==> src/rtl/elastic_compute_pipeline.sv <==
// DEPTH stages of f(x)=3x+1 plus an x2 output slot; DEPTH+1 cycles latency, 1 word/cycle, combinational ready chain.
// Optional stall counter port stall_cycles is built only when ELASTIC_PIPE_STATS_EN is defined.
module elastic_compute_pipeline #(
  parameter int WIDTH = 8,
  parameter int DEPTH = 8,
  parameter int CNT_W = 8
) (
  input  logic             clk,
  input  logic             rst,
  input  logic             flush,
  input  logic             in_valid,
  output logic             in_ready,
  input  logic [WIDTH-1:0] in_data,
  output logic             out_valid,
  input  logic             out_ready,
  output logic [WIDTH-1:0] out_data,
  output logic [CNT_W-1:0] occupancy
`ifdef ELASTIC_PIPE_STATS_EN
  ,
  output logic [31:0]      stall_cycles
`endif
);

  localparam int D = DEPTH;

  logic [D:0]       valid;
  logic [D:0]       ready;
  logic [D:0]       move;
  logic [D:0]       load;
  logic [WIDTH-1:0] data [D+1];
  logic             accept;

  function automatic logic [WIDTH-1:0] f_step(input logic [WIDTH-1:0] x);
    return (x << 1) + (x + WIDTH'(1));
  endfunction

  // Ready ripples from the output slot back to the input in one cycle.
  always_comb begin
    ready = '0;
    move  = '0;
    move[D]  = valid[D] && out_ready;
    ready[D] = !valid[D] || out_ready;
    for (int k = D - 1; k >= 0; k--) begin
      move[k]  = valid[k] && ready[k+1];
      ready[k] = !valid[k] || move[k];
    end
  end

  assign in_ready  = ready[0] && !flush && !rst;
  assign accept    = in_valid && in_ready;
  assign load      = {move[D-1:0], accept};
  assign out_valid = valid[D];
  assign out_data  = data[D];

  always_ff @(posedge clk or posedge rst) begin
    if (rst) begin
      valid     <= '0;
      occupancy <= '0;
      for (int k = 0; k <= D; k++) data[k] <= '0;
    end else begin
      if (load[0]) data[0] <= f_step(in_data);
      for (int k = 1; k < D; k++) begin
        if (load[k]) data[k] <= f_step(data[k-1]);
      end
      if (load[D]) data[D] <= data[D-1] << 1;

      // Flush drops the valid bits only; data registers keep whatever they held.
      if (flush) begin
        valid     <= '0;
        occupancy <= '0;
      end else begin
        valid <= load | (valid & ~move);
        if (accept && !move[D])
          occupancy <= occupancy + CNT_W'(1);
        else if (!accept && move[D])
          occupancy <= occupancy - CNT_W'(1);
      end
    end
  end

`ifdef ELASTIC_PIPE_STATS_EN
  always_ff @(posedge clk or posedge rst) begin
    if (rst)
      stall_cycles <= '0;
    else if (flush)
      stall_cycles <= '0;
    else if (valid[D] && !out_ready && (stall_cycles != '1))
      stall_cycles <= stall_cycles + 32'd1;
  end
`endif

endmodule

==> config.mk <==
export PLATFORM = sky130hd
export DESIGN_NAME = elastic_compute_pipeline
export DESIGN_NICKNAME = d
export VERILOG_FILES = /design/src/rtl/elastic_compute_pipeline.sv
export SDC_FILE = /design/constraint.sdc
export NUM_CORES = 1
export LEC_CHECK = 0
export ABC_AREA = 0
export CORE_MARGIN = 5
export CORE_UTILIZATION = 45
export DETAILED_ROUTE_END_ITERATION = 16
export DONT_BUFFER_PORTS = 1
export PLACE_DENSITY_LB_ADDON = 0.05
export SYNTH_ARGS = -nofsm -noshare
export SYNTH_HDL_FRONTEND = slang
export SYNTH_SLANG_ARGS = --single-unit
==> constraint.sdc <==
create_clock -name clk -period 4.5 [get_ports clk]
set_input_delay 1.35 -clock clk [delete_from_list [all_inputs] [get_ports clk]]
set_output_delay 1.35 -clock clk [all_outputs]
set_load 0.1 [all_outputs]
==> results.txt <==
----------------------------------------------------
[Drt]
  Via count of the routed design ... between 3,000 and 4,000
  Post-detailed-route count of antenna-violating nets ... 0
  Post-detailed-route DRC marker count ... 0
  Total routed wirelength ... 8928 um
  Vias/cell ... a little over 5
  Number of detailed-routing iterations run before antenna repair ... 6
  Routed len/inst ... 12.83 um
  Detailed router's first-iteration violation count ... 192

[GRT]
  Residual overflow from global routing ... 0
  Global-route usage over all layers ... 0.1446
  Pin count of the biggest net entering global routing ... 50
  Wire length of the first global-routing pass ... about 16,000 um
  Antenna violations before repair ... 0
  Via count of the first global-routing pass ... 3,618

[Logic synthesis]
  Syn Area/Cell ... approximately 9.4 um2
  Number of enable flip-flop cells after synthesis ... 0
  Top flip-flop cell by instance count after synthesis ... sky130_fd_sc_hd__dfrtp_1
  Share of synthesized registers carrying an async set or reset ... 1.000
  Synth Warn # ... 0
  Number of nets in the synthesized netlist ... between 600 and 700
  Instance count of the mapped netlist ... about 550
  Number of flip-flops and latches in the synthesized netlist ... 80
  Cell Area, Synth ... 0.005134 mm2
  Sequential area share after synthesis ... 0.3900
  Library cells used by synthesis ... 42

[Final layout]
  Area used by sequential logic in the layout ... 0.002002 mm2
  Utilization after layout ... 0.4933
  Most common cell after layout, fill and taps aside ... sky130_fd_sc_hd__nand2_1
  Commonest cells after routing, fill and taps aside ... sky130_fd_sc_hd__nand2_1 (81), sky130_fd_sc_hd__dfrtp_1 (80), sky130_fd_sc_hd__o21ai_0 (72)
  N_diodes ... 0
  Net count of the finished layout ... approximately 620
  Layout-stage area growth over the synthesis result ... 8.774%
  Fraction of layout instances using a drive strength above 1 ... 0.06872
  Multi-input gate area in the final layout ... 0.002907 mm2
  Filler-free cell count of the finished design ... ~700
  Total of fill cells in the finished design ... 1,078

[Timing]
  Final Slew Violations ... 0
  Clock Skew ... 0.005685 ns
  Setup TNS ... 0 ns
  Final count of hold timing violations ... 0
  Final hold slack ... 0.4777 ns
  Max-slew headroom at the worst pin ... 0.3702
  Min Clock Period, post-route ... 3.658 ns
  Slew of the pin with the lowest slew margin ... 0.9446 ns
  Final cycle utilization of the critical path ... 0.8129
  Setup repair after global routing missed its margin ... false
  Fmax achieved ... 273.4 MHz
  Setup violations, final ... 0

[Die]
  Number of cell rows ... 39
  Core Area ... 0.01132 mm2
  I/O pin count ... 31
  Y dimension of the die ... 116.8 um
  Initial Util ... 0.4535
  DIE WIDTH ... 116.8 um
  Die area ... between 0.01 and 0.015 mm2

[Placement]
  Number of placed cells counting well taps ... 680
  Final GP Congestion ... 0.8374
  Post-DP HPWL ... between 6000 and 7000 um
  Buffers on Ports ... 0

[Power]
  Leakage ... 0.002637 uW
  Peak VDD IR ... about 0.21 mV
  Total power divided by cell area ... 469.9 mW/mm2

[CTS]
  Clock Tree Buf Depth ... 2
  Cell at the root of the clock tree ... sky130_fd_sc_hd__clkbuf_16
  Clock tree from TritonCTS ... yes
  Clk_lat worst skew ... 0.34 ns
  Number of buffers inserted to repair setup after CTS ... 0
  Number of H-tree levels ... 3
  Number of clock buffers inserted by TritonCTS ... 9
  Cells resized by post-CTS repair ... 0
  Hold-fix buffers, CTS ... 0
  Sinks on the clock net ... 80
  Clock-pin slew reported for the worst setup and hold paths after clock tree synthesis ... ~0.06 ns

[Setup path]
  Required time of the worst setup path ... 4.73 ns
  Startpoint Class ... input pin
  Critical Path Sink ... occupancy[7]$_DFFE_PP0P_
  Setup slack of the worst register-to-register path ... 1.52 ns
  Worst Reg-to-Reg Cells ... 9
  CP Data Arrival Time ... 3.88 ns
  Timing startpoint of the critical path ... flush
  CP max FO ... 20
  Setup Crit Path Kind ... input pin to flop
  Reg2Reg Capture Point ... occupancy[7]$_DFFE_PP0P_
  Setup crit end kind ... flop
  Launch instance of the worst register-to-register path ... valid[4]$_DFF_PP0_

[Job]
  Maximum capacitance violations ... 0

[Worst hold path]
  Worst Hold Class ... flop to flop

[Outcome]
  Result of the run ... finished clean

----------------------------------------------------
[synthesized netlist by cell type, types with 2 or more instances]
cell / n / area share
sky130_fd_sc_hd__a21oi_1: 30 / 0.029
sky130_fd_sc_hd__a31oi_1: 9 / 0.011
sky130_fd_sc_hd__inv_1: 33 / 0.024
sky130_fd_sc_hd__nor4b_1: 3 / 0.0051
sky130_fd_sc_hd__a211oi_1: 3 / 0.0044
sky130_fd_sc_hd__or3_1: 2 / 0.0024
sky130_fd_sc_hd__nand2_1: 81 / 0.059
sky130_fd_sc_hd__xnor2_1: 25 / 0.043
sky130_fd_sc_hd__o21a_1: 5 / 0.0073
sky130_fd_sc_hd__o211ai_1: 8 / 0.012
sky130_fd_sc_hd__ha_1: 54 / 0.13
sky130_fd_sc_hd__buf_4: 8 / 0.012
sky130_fd_sc_hd__nand3_1: 2 / 0.0019
sky130_fd_sc_hd__mux2_2: 8 / 0.018
sky130_fd_sc_hd__a21o_1: 9 / 0.013
sky130_fd_sc_hd__nand2b_1: 5 / 0.0061
sky130_fd_sc_hd__nor3b_1: 2 / 0.0029
sky130_fd_sc_hd__o41ai_1: 2 / 0.0034
sky130_fd_sc_hd__dfrtp_1: 80 / 0.39
sky130_fd_sc_hd__o31ai_1: 5 / 0.0073
sky130_fd_sc_hd__o22ai_1: 3 / 0.0037
sky130_fd_sc_hd__nor2_1: 25 / 0.018
sky130_fd_sc_hd__clkbuf_1: 11 / 0.0080
sky130_fd_sc_hd__or2_2: 2 / 0.0024
sky130_fd_sc_hd__xor2_1: 19 / 0.032
sky130_fd_sc_hd__nor3_1: 7 / 0.0068
sky130_fd_sc_hd__fa_1: 9 / 0.035
sky130_fd_sc_hd__nor2b_1: 11 / 0.013
sky130_fd_sc_hd__o21ai_0: 72 / 0.070
sky130_fd_sc_hd__nand4_1: 2 / 0.0024
[layer usage]
metal / track usage / vias up / part of all wire
met5: 0 / - / 0
met4: 0.07339 / 0 / 0.024
met3: 0.02622 / 14 / 0.023
met2: 0.2400 / 36 / 0.48
met1: 0.1809 / 1673 / 0.48
li1: - / 1886 / -
[per-stage QoR]
step           total power [uW]  setup slack, ns  instance area [um2]
2_1_floorplan              1734           0.6521                 5134
3_3_place_gp               1887           0.5557                 5280
3_5_place_dp               1917           0.4818                 5280
4_1_cts                    2681           0.8461                 5584
5_1_grt                    2863           0.7144                 5584
6_report                   2624           0.8420                 5584
[layout make-up]
type                    instances  area share
clock buffers                   9     0.04033
well taps                     143     0.03204
inverters                      33     0.02241
flip-flops and latches         80      0.3585
clock inverters                 7     0.01412
multi-input cells             415      0.5205
repair buffers                  9     0.01210
[cells by family after synthesis]
| kind of cell | after synthesis | share of synthesized area |
|---|---|---|
| muxes | 9 | 0.01950 |
| buffers and inverters | 52 | 0.04387 |
| adders and majority gates | 63 | 0.1667 |
| DFF | 80 | 0.3900 |
| other | 1 | 0.0007305 |
| AOI/OAI and AO/OA | 149 | 0.1691 |
| xor gates and xnor gates | 44 | 0.07507 |
| and+or+nand+nor | 149 | 0.1350 |
[power breakdown]
group	internal [uW]	total, uW	switching, uW	leakage (uW)
clock network	434	747	312	0.000139
registers	843	1000	162	0.00107
logic	414	873	459	0.00143
[state kept, by name (all words and copies together) (netlist names)]
register   cells
data          56
occupancy      8
valid          9
out_data       7
[worst min-delay path by stage]
stage	startpoint	endpoint	slack (ns)	depth (start not counted)
final	data[13]$_DFFE_PP0P_	data[13]$_DFFE_PP0P_	0.48	2
after global routing	data[14]$_DFFE_PP0P_	data[14]$_DFFE_PP0P_	0.51	2
after CTS	data[13]$_DFFE_PP0P_	data[13]$_DFFE_PP0P_	0.49	2
after detailed placement	data[13]$_DFFE_PP0P_	data[13]$_DFFE_PP0P_	0.47	2
after global placement	data[10]$_DFFE_PP0P_	data[10]$_DFFE_PP0P_	0.46	2
after floorplan	data[13]$_DFFE_PP0P_	data[13]$_DFFE_PP0P_	0.44	2
[worst max-delay path: stages]
cell and delay [ns]:
sky130_fd_sc_hd__nor3b_1 0.19, sky130_fd_sc_hd__buf_4 0.16, sky130_fd_sc_hd__o31ai_4 0.06, sky130_fd_sc_hd__a21oi_1 0.25, sky130_fd_sc_hd__inv_1 0.19, sky130_fd_sc_hd__ha_1 0.30
sky130_fd_sc_hd__or4_1 0.55, sky130_fd_sc_hd__o22ai_1 0.21, sky130_fd_sc_hd__mux2i_1 0.26, sky130_fd_sc_hd__mux2_2 0.35
(Power assumes the default switching activity.)
